==> src/rtl/ifu_fetch.sv <==
// Non-pipelined instruction fetch unit. It owns the architectural PC and fetches one
// instruction at a time over a valid/ready imem port. Each fetched word is presented to
// decode together with its PC. The next PC is written back from execute.
// Optional build macro IFU_PERF_CNT_EN adds 64-bit fetch and stall counters.
module ifu_fetch #(
  parameter int unsigned          ISA_WIDTH = 32,
  parameter logic [ISA_WIDTH-1:0] RESET_PC  = 32'h80000000
) (
  input  logic                 clk,
  input  logic                 rst,
  input  logic [ISA_WIDTH-1:0] pc_in,
  input  logic                 pc_w_en,
  output logic [ISA_WIDTH-1:0] pc_out,
  output logic                 imem_req_valid,
  input  logic                 imem_req_ready,
  output logic [ISA_WIDTH-1:0] imem_req_addr,
  input  logic                 imem_resp_valid,
  output logic                 imem_resp_ready,
  input  logic [31:0]          imem_resp_data,
  output logic                 inst_valid,
  input  logic                 inst_ready,
`ifdef IFU_PERF_CNT_EN
  output logic [63:0]          perf_fetch_cnt,
  output logic [63:0]          perf_stall_cnt,
`endif
  output logic [31:0]          inst,
  output logic [ISA_WIDTH-1:0] inst_pc
);

  typedef enum logic [2:0] {
    StIdle,
    StReq,
    StWait,
    StHold,
    StExec
  } state_e;

  state_e                 state_q, state_d;
  logic [ISA_WIDTH-1:0]   pc_q, pc_d;
  logic [31:0]            inst_q, inst_d;

  // State, PC and instruction registers with synchronous reset.
  always_ff @(posedge clk) begin
    if (rst) begin
      state_q <= StIdle;
      pc_q    <= RESET_PC;
      inst_q  <= 32'h0;
    end else begin
      state_q <= state_d;
      pc_q    <= pc_d;
      inst_q  <= inst_d;
    end
  end

  // Next-state logic and handshake outputs decoded from the current state.
  always_comb begin
    state_d         = state_q;
    pc_d            = pc_q;
    inst_d          = inst_q;
    imem_req_valid  = 1'b0;
    imem_resp_ready = 1'b0;
    inst_valid      = 1'b0;
    unique case (state_q)
      StIdle: state_d = StReq;
      StReq: begin
        imem_req_valid = 1'b1;
        if (imem_req_ready) state_d = StWait;
      end
      StWait: begin
        imem_resp_ready = 1'b1;
        if (imem_resp_valid) begin
          inst_d  = imem_resp_data;
          state_d = StHold;
        end
      end
      StHold: begin
        inst_valid = 1'b1;
        if (inst_ready) state_d = StExec;
      end
      StExec: begin
        // Without a PC write the unit hangs here until reset (illegal instruction).
        if (pc_w_en) begin
          pc_d    = pc_in;
          state_d = StReq;
        end
      end
      default: state_d = StIdle;
    endcase
  end

  // The PC only moves in EXEC, so it is also the PC of the held instruction.
  assign pc_out        = pc_q;
  assign imem_req_addr = pc_q;
  assign inst_pc       = pc_q;
  assign inst          = inst_q;

`ifdef IFU_PERF_CNT_EN
  logic [63:0] fetch_cnt_q, stall_cnt_q;
  logic        fetch_evt, stall_evt;

  assign fetch_evt = (state_q == StWait) && imem_resp_valid;
  assign stall_evt = ((state_q == StReq) && !imem_req_ready) ||
                     ((state_q == StWait) && !imem_resp_valid);

  // Free-running performance counters, wrapping on overflow.
  always_ff @(posedge clk) begin
    if (rst) begin
      fetch_cnt_q <= 64'h0;
      stall_cnt_q <= 64'h0;
    end else begin
      if (fetch_evt) fetch_cnt_q <= fetch_cnt_q + 64'd1;
      if (stall_evt) stall_cnt_q <= stall_cnt_q + 64'd1;
    end
  end

  assign perf_fetch_cnt = fetch_cnt_q;
  assign perf_stall_cnt = stall_cnt_q;
`endif

endmodule

==> config.mk <==
export PLATFORM = sky130hd
export DESIGN_NAME = ifu_fetch
export DESIGN_NICKNAME = d
export VERILOG_FILES = /design/src/rtl/ifu_fetch.sv
export SDC_FILE = /design/constraint.sdc
export NUM_CORES = 1
export LEC_CHECK = 0
export CORE_MARGIN = 1
export CORE_UTILIZATION = 38
export DETAILED_ROUTE_END_ITERATION = 10
export GPL_ROUTABILITY_DRIVEN = 0
export PLACE_DENSITY = 0.92
export SYNTH_ARGS = -nofsm -noshare
export SYNTH_HDL_FRONTEND = slang
export SYNTH_SLANG_ARGS = --single-unit
==> constraint.sdc <==
create_clock -name clk -period 2 [get_ports clk]
set_input_delay 0.3 -clock clk [delete_from_list [all_inputs] [get_ports clk]]
set_output_delay 0.3 -clock clk [all_outputs]
set_load 0.05 [all_outputs]
---- Word level (Yosys, flattened, before mapping) ----
Cells that the tools add are included.
storage, ports and cells
  register bits after elaboration ......... 67
  input port bits ......................... 70
cells by class
  eq/ne operators ......................... 8
  mux-type cells .......................... 8
  reductions and logical operators ........ 4
operators with widths
  cell                                                 number
  one-hot mux 3 bit (5 select lines)                   1
  2-to-1 mux 3 bit                                     4
  != test 2 bit, second input constant                 4
  equality test 3 x 2 -> 1 bit, second input constant  2
  AND reduction 2 bit                                  2
  AND reduction 4 bit                                  1
  equality test 3 x 1 -> 1 bit, second input constant  1
  equality test 3 bit, second input constant           1
  logical NOT 3 bit                                    1
  2-to-1 mux 1 bit                                     3

---- Logic depth before layout (Yosys ltp) ----
Gate-level depths: netlist of run 1.
  word-level depth ........................ 3
  mapped depth ............................ 6
  depth with buffers taken out ............ 3

---- Worst setup path after synthesis of run 1 ----
No wires, ideal clock.
  path type ............................... register to output
  from .................................... register state_q[1]
  to ...................................... output imem_resp_ready
  arrival time ............................ 1.615 ns
  slack ................................... 0.085 ns
  stages on the path, launching flop included .. 3
  path buffers ............................ 1
  path through ............................ dfxtp_1 buf_6 nor3b_1
on the way
  word-level cells in the longest chain between the ends .. 2
ends and longest elaborated chain
  item                          RTL line  source
  start, declared               38        state_e state_q, state_d;
  start signal, assigned        45        state_q <= StIdle;
  start signal, assigned        49        state_q <= state_d;
  equality test 3 x 2 -> 1 bit  63        unique case (state_q)
  2-to-1 mux 1 bit              63
  end, declared                 18        output logic imem_resp_ready,
No other way between the ends.

---- Worst setup path after layout of run 1 ----
  from .................................... register pc_q[3], in the netlist imem_req_addr[3]
  to ...................................... output pc_out[3]
RTL lines
  item                    RTL line  source
  start, declared         39        logic [ISA_WIDTH-1:0] pc_q, pc_d;
  start signal, assigned  50        pc_q <= pc_d;
  end, declared           13        output logic [ISA_WIDTH-1:0] pc_out,
No word-level cell between the ends.

==> reports/metrics.csv, run 1 <==
metric,value,unit
crit-path cells,clkdlybuf4s50_1,
Pint,2.240,mW
CTS max path bufs,2,
min Tclk post-route,1.886,ns
Cells after DPL,583,
Yosys cell types,22,
Avg Synthesized Cell Area,7.983,um2
Worst path max stage delay,0.86,ns
Final Non-Filler Cells,599,
# setup viols final,0,
first-pass GRT wire length,13.09,mm
post-route ant nets,0,
Area growth syn-to-layout,60.48,%
Ys Warns,0,
total track usage,0.1990,
CTS root buf,clkbuf_8,
Die Height,89.93,um
largest area contributor in the netlist,dfxtp_1,
drt drc,0,
HPWL after DPL,6.121,mm
largest net degree at the start of global routing,33,
layout cells sized above 1,0.05400,
via count,2770,
Mapped Area,2938,um2
top post-synthesis cells by area,"dfxtp_1 (46%), buf_4 (17%), nand2_1 (16%)",
r2r startpoint,state_q[1]$_SDFFE_PP0P_,
"Slew Viols, Final",0,
total power,3.008,mW
NetSw,0.7682,mW
worst hold path class,primary input to register,
placed cell areas,4509,um2
n_diodes,0,
DIE AREA,8087,um2
Mapped Cells,368,
Clk pwr share,0.380,
DR iter-0 viols,49,
slowest CP cell,clkdlybuf4s50_1,
status,completed,
Worst Setup SP,imem_req_addr[3]$_SDFFE_PP0P_,
# clock sinks,67,
r2r setup slk,0.49,ns
hold depth,2,
Fillers,596,
Core ar.,7370,um2
upper clock frequency limit,0.5303,GHz
Crit path arrival time,1.59,ns
register area share after synthesis,0.4566,
PostCTS Resize Cnt,0,
combinational power share,0.156,
Final WS setup,0.1143,ns
width of the die,89.93,um
Yosys top cell area share,0.4566,
most common cell in the netlist,nand2_1,
drt pass-1 iters,4,
Final Hold Viols,0,
Max-Cap Viols,0,
"Top FF cell, synth",dfxtp_1,
crit path capture,pc_out[3],
number of synthesized flops with an enable pin,0,
CP endpoint kind,output pin,
crit path kind,register to output pin,
RSZ-0062 raised after global routing,no,
# H-tree levels,3,
Flop pwr share,0.464,
end of the worst register-to-register path,inst[2]$_SDFFE_PP0P_,
Worst Max-Slew Pin Slew,0.5349,ns
fin area,4715,um2
leakage power,1.586,nW
Clock Latency Late Sink,0.33,ns
Worst setup SP type,register,
Worst Path Required,1.70,ns
Setup Buffers After CTS,0,
Routed WL,7.965,mm
Worst Clk Skew,0.009034,ns
Synth top cells by count,"nand2_1 (127), dfxtp_1 (67), a21oi_1 (66)",
gr ovfl total,0,
vias in the first global route,2720,
Power Density,638.0,nW/um2
worst rel slew slack,0.6423,
Critical Path Stages,1,
pre-CTS setup slack,0.2761,ns
part of the cycle the worst path needs,0.9429,
cts hold-fix bufs,0,
clock buffer count from CTS,9,
Sw Share,0.2554,
Post-layout nets,565,
Row Count,31,
"delay-heaviest family, CP",buffers and inverters,
Post-Synthesis Net Count,438,
CTS tree,yes,
IO buf count,200,
CP Buf/Inv Count,1,
clk slew on worst S/H paths,0.07,ns
reg2reg path depth,4,
#FFs+latches synth,67,
Peak VDD IR,0.5193,mV
Synth async-reset ratio,0,
starting density of the core,0.3986,
setup TNS,0,ns
Avg Vias per Cell,4.624,
initial antenna violation count,0,
Routed WL per cell,13.30,um
IO Pins,201,
crit-path max FO,4,
[worst min-delay path by stage]
stage,startpoint,endpoint,slack [ns]
6_report,rst,state_q[2]$_SDFFE_PP0P_,0.28
5_1_grt,rst,state_q[2]$_SDFFE_PP0P_,0.29
4_1_cts,rst,imem_req_addr[11]$_SDFFE_PP0P_,0.26
3_5_place_dp,inst[23]$_SDFFE_PP0P_,inst[23]$_SDFFE_PP0P_,0.45
3_3_place_gp,inst[7]$_SDFFE_PP0P_,inst[7]$_SDFFE_PP0P_,0.44
2_1_floorplan,inst_ready,state_q[1]$_SDFFE_PP0P_,0.42
[sequential cells by signal, summed over array words and instances (netlist names)]
name / count
imem_req_addr: 32
inst: 32
state_q: 3
[kinds of logic (layout without fill, tap and decap cells)]
family	count (synthesis)	after routing	share of synthesized area
AO/OA/AOI/OAI	70	70	0.1244
buffers and inverters	91	223	0.2232
AND/OR/NAND/NOR	140	140	0.1959
flip-flops	67	67	0.4566
[metrics by stage]
step           hold slack [ns]    util
6_report                0.2828  0.6397
5_1_grt                 0.2899  0.6397
4_1_cts                 0.2582  0.6397
3_5_place_dp            0.4457  0.6119
3_3_place_gp            0.4413  0.6119
2_1_floorplan           0.4163       -
[power by group through the flow]
stage | clock network (mW) | logic (mW) | registers, mW
floorplan | 0 | 0.177 | 1.49
global placement | 0 | 0.462 | 1.42
detailed placement | 0 | 0.468 | 1.43
CTS | 1.18 | 0.471 | 1.40
global route | 1.23 | 0.494 | 1.40
finish | 1.14 | 0.468 | 1.40
[cell type report]
class / instances / area (um2) / share of cell area
clock inverter: 3 / 46.29 / 0.009820
multi-input combinational: 210 / 955.9 / 0.2028
tap: 99 / 123.9 / 0.02627
clock buffer: 13 / 158.9 / 0.03370
inverter: 1 / 3.754 / 0.0007962
sequential: 67 / 1341 / 0.2845
timing repair buffer: 206 / 2085 / 0.4421
[routing by layer]
| layer | vias to the layer above | share of wire | track usage |
|---|---|---|---|
| met5 | - | 0 | 0 |
| met1 | 1266 | 0.37 | 0.2042 |
| met4 | 0 | 0.013 | 0.06586 |
| li1 | 1364 | - | - |
| met3 | 10 | 0.069 | 0.05076 |
| met2 | 130 | 0.55 | 0.3885 |
[cells in the final DEF (no fill, tap or decap), types with 2 or more instances in the layout]
cell / n
a21oi_1: 66
buf_12: 4
clkdlybuf4s50_1: 196
nand4bb_1: 2
nor2_1: 2
nand2_1: 127
nor3_1: 3
dfxtp_1: 67
clkbuf_1: 2
clkbuf_8: 11
buf_4: 5
Power figures use the tool's default switching activity.
==> inputs of run 2 (changes only) <==
--- a/config.mk
+++ b/config.mk
@@ -5,6 +5,7 @@
 export SDC_FILE = /design/constraint.sdc
 export NUM_CORES = 1
 export LEC_CHECK = 0
+export CORE_ASPECT_RATIO = 0.7
 export CORE_MARGIN = 1
 export CORE_UTILIZATION = 38
 export DETAILED_ROUTE_END_ITERATION = 10
==> reports/metrics.csv, run 2 (synthesized netlist as in run 1, its figures left out) <==
metric,value,unit,change
status,completed,,
# H-tree levels,3,,unchanged
post-route ant nets,0,,unchanged
CP endpoint kind,output pin,,
drt drc,0,,unchanged
drt pass-1 iters,4,,unchanged
Worst Max-Slew Pin Slew,0.5398,ns,+0.004900 ns
footprint of the multi-input gates,955.9,um2,unchanged
"Slew Viols, Final",0,,unchanged
Worst path max stage delay,0.84,ns,-0.02 ns
Final Hold Viols,0,,unchanged
Power Density,660.0,nW/um2,+3.4%
reg2reg path depth,4,,unchanged
Area growth syn-to-layout,60.60,%,about the same
Post-layout nets,566,,+0.18%
HPWL after DPL,6.247,mm,+2.1%
worst rel slew slack,0.6390,,-0.003276
most frequent cells in the layout,"clkdlybuf4s50_1 (196), nand2_1 (127), a21oi_1 (66), dfxtp_1 (66), clkbuf_8 (10)",,
crit path kind,register to output pin,,
Core ar.,7385,um2,+0.20%
Row Count,26,,-16%
gr ovfl total,0,,unchanged
register area,1343,um2,about the same
worst hold path class,primary input to register,,
n_diodes,0,,unchanged
Pint,2.328,mW,+3.9%
Critical Path Stages,1,,unchanged
Fillers,617,,+3.5%
layout cells sized above 1,0.05988,,+0.005880
IO Pins,201,,unchanged
cts hold-fix bufs,0,,unchanged
Peak VDD IR,0.4376,mV,-16%
combinational power share,0.147,,-0.009
placed cell areas,4491,um2,-0.42%
Clk pwr share,0.404,,+0.024
Max-Cap Viols,0,,unchanged
Cells after DPL,583,,unchanged
Routed WL,8.316,mm,+4.4%
Crit path arrival time,1.61,ns,+0.02 ns
first-pass GRT wire length,12.05,mm,-7.9%
DR iter-0 viols,140,,+190%
PostCTS Resize Cnt,0,,unchanged
part of the cycle the worst path needs,0.9546,,+0.01176
Routed WL per cell,13.88,um,+4.4%
setup TNS,0,ns,unchanged
NetSw,0.7862,mW,+2.3%
clock buffer count from CTS,9,,unchanged
# clock sinks,67,,unchanged
hold depth,2,,unchanged
CTS tree,yes,,
"delay-heaviest family, CP",buffers and inverters,,
Worst Path Required,1.70,ns,about the same
total track usage,0.1941,,-0.004920
IO buf count,200,,unchanged
CTS max path bufs,2,,unchanged
crit-path max FO,4,,unchanged
Avg Vias per Cell,4.653,,+0.61%
RSZ-0062 raised after global routing,no,,
leakage power,1.596,nW,+0.62%
width of the die,107.1,um,+19%
clk slew on worst S/H paths,0.07,ns,about the same
vias in the first global route,2541,,-6.6%
Clock Latency Late Sink,0.34,ns,about the same
via count,2787,,+0.61%
min Tclk post-route,1.909,ns,+0.02353 ns
starting density of the core,0.3978,,-0.0008105
initial antenna violation count,0,,unchanged
Die Height,75.57,um,-16%
Worst Clk Skew,0.01081,ns,+0.001772 ns
Sw Share,0.2525,,-0.002926
# setup viols final,0,,unchanged
upper clock frequency limit,0.5238,GHz,-1.2%
DIE AREA,8092,um2,about the same
CP Buf/Inv Count,1,,unchanged
Final Non-Filler Cells,599,,unchanged
fin area,4718,um2,about the same
"most common cell after layout, fill and taps aside",clkdlybuf4s50_1,,
largest net degree at the start of global routing,33,,unchanged
crit-path cells,clkdlybuf4s50_1,,
Worst setup SP type,register,,
Flop pwr share,0.448,,-0.016
CTS root buf,clkbuf_8,,
slowest CP cell,clkdlybuf4s50_1,,
Setup Buffers After CTS,0,,unchanged
run 2: cell count changes in the layout (fill, tap and decap cells not counted):
| cell | change |
|---|---|
| buf_4 | +3 |
| dfxtp_2 | +1 |
| bufinv_16 | +1 |
| clkbuf_8 | -1 |
| clkbuf_1 | -1 |
| buf_12 | -2 |
| inv_6 | +1 |
| dfxtp_1 | -1 |
run 2: cell type report:
class | instances | share of cell area
Clock buffer | 11 | 0.02997
Tap cell | 98 | 0.02599
Sequential cell | 67 | 0.2845
Multi-Input combinational cell | 210 | 0.2026
Timing Repair Buffer | 207 | 0.4381
Inverter | 1 | 0.0007955
Clock inverter | 5 | 0.01803
run 2: final timing paths:
| check | end | slack [ns] | start |
|---|---|---|---|
| worst max register to register | inst[17]$_SDFFE_PP0P_ | 0.52 | state_q[1]$_SDFFE_PP0P_ |
| worst max-delay path | imem_req_addr[22] | 0.09 | imem_req_addr[22]$_SDFFE_PP0P_ |
| worst min register to register | inst[5]$_SDFFE_PP0P_ | 0.45 | inst[5]$_SDFFE_PP0P_ |
| worst min-delay path | state_q[2]$_SDFFE_PP0P_ | 0.35 | rst |
run 2: power groups by stage:
stage | combinational, mW | clock, mW | sequential [mW]
final | 0.459 | 1.26 | 1.40
after global routing | 0.482 | 1.36 | 1.40
after CTS | 0.461 | 1.30 | 1.40
after detailed placement | 0.459 | 0 | 1.43
after global placement | 0.452 | 0 | 1.42
after floorplan | 0.177 | 0 | 1.49
run 2: layer usage:
| metal | up-vias | routed length, um | part of all wire | GRT usage |
|---|---|---|---|---|
| met5 | - | 0 | 0 | 0 |
| met4 | 0 | 144 | 0.017 | 0.07458 |
| met3 | 15 | 619 | 0.074 | 0.06159 |
| met2 | 121 | 4255 | 0.51 | 0.3627 |
| met1 | 1284 | 3297 | 0.40 | 0.2103 |
| li1 | 1367 | - | - | - |
run 2: per-stage QoR:
step	setup slack [ns]	total power [mW]	util	hold slack [ns]
after floorplan	0.08510	1.665	-	0.4163
after global placement	0.3403	1.876	0.6081	0.4410
after detailed placement	0.2383	1.885	0.6081	0.4477
after CTS	0.06394	3.153	0.6388	0.3417
after global routing	0.01489	3.247	0.6389	0.3566
final	0.09073	3.114	0.6389	0.3522
==> inputs of run 3 (changes only) <==
--- a/config.mk
+++ b/config.mk
@@ -5,7 +5,6 @@
 export SDC_FILE = /design/constraint.sdc
 export NUM_CORES = 1
 export LEC_CHECK = 0
-export CORE_ASPECT_RATIO = 0.7
 export CORE_MARGIN = 1
 export CORE_UTILIZATION = 38
 export DETAILED_ROUTE_END_ITERATION = 10
==> results of run 3 <==
The final DEF is identical to that of run 1; final timing and power are the same.
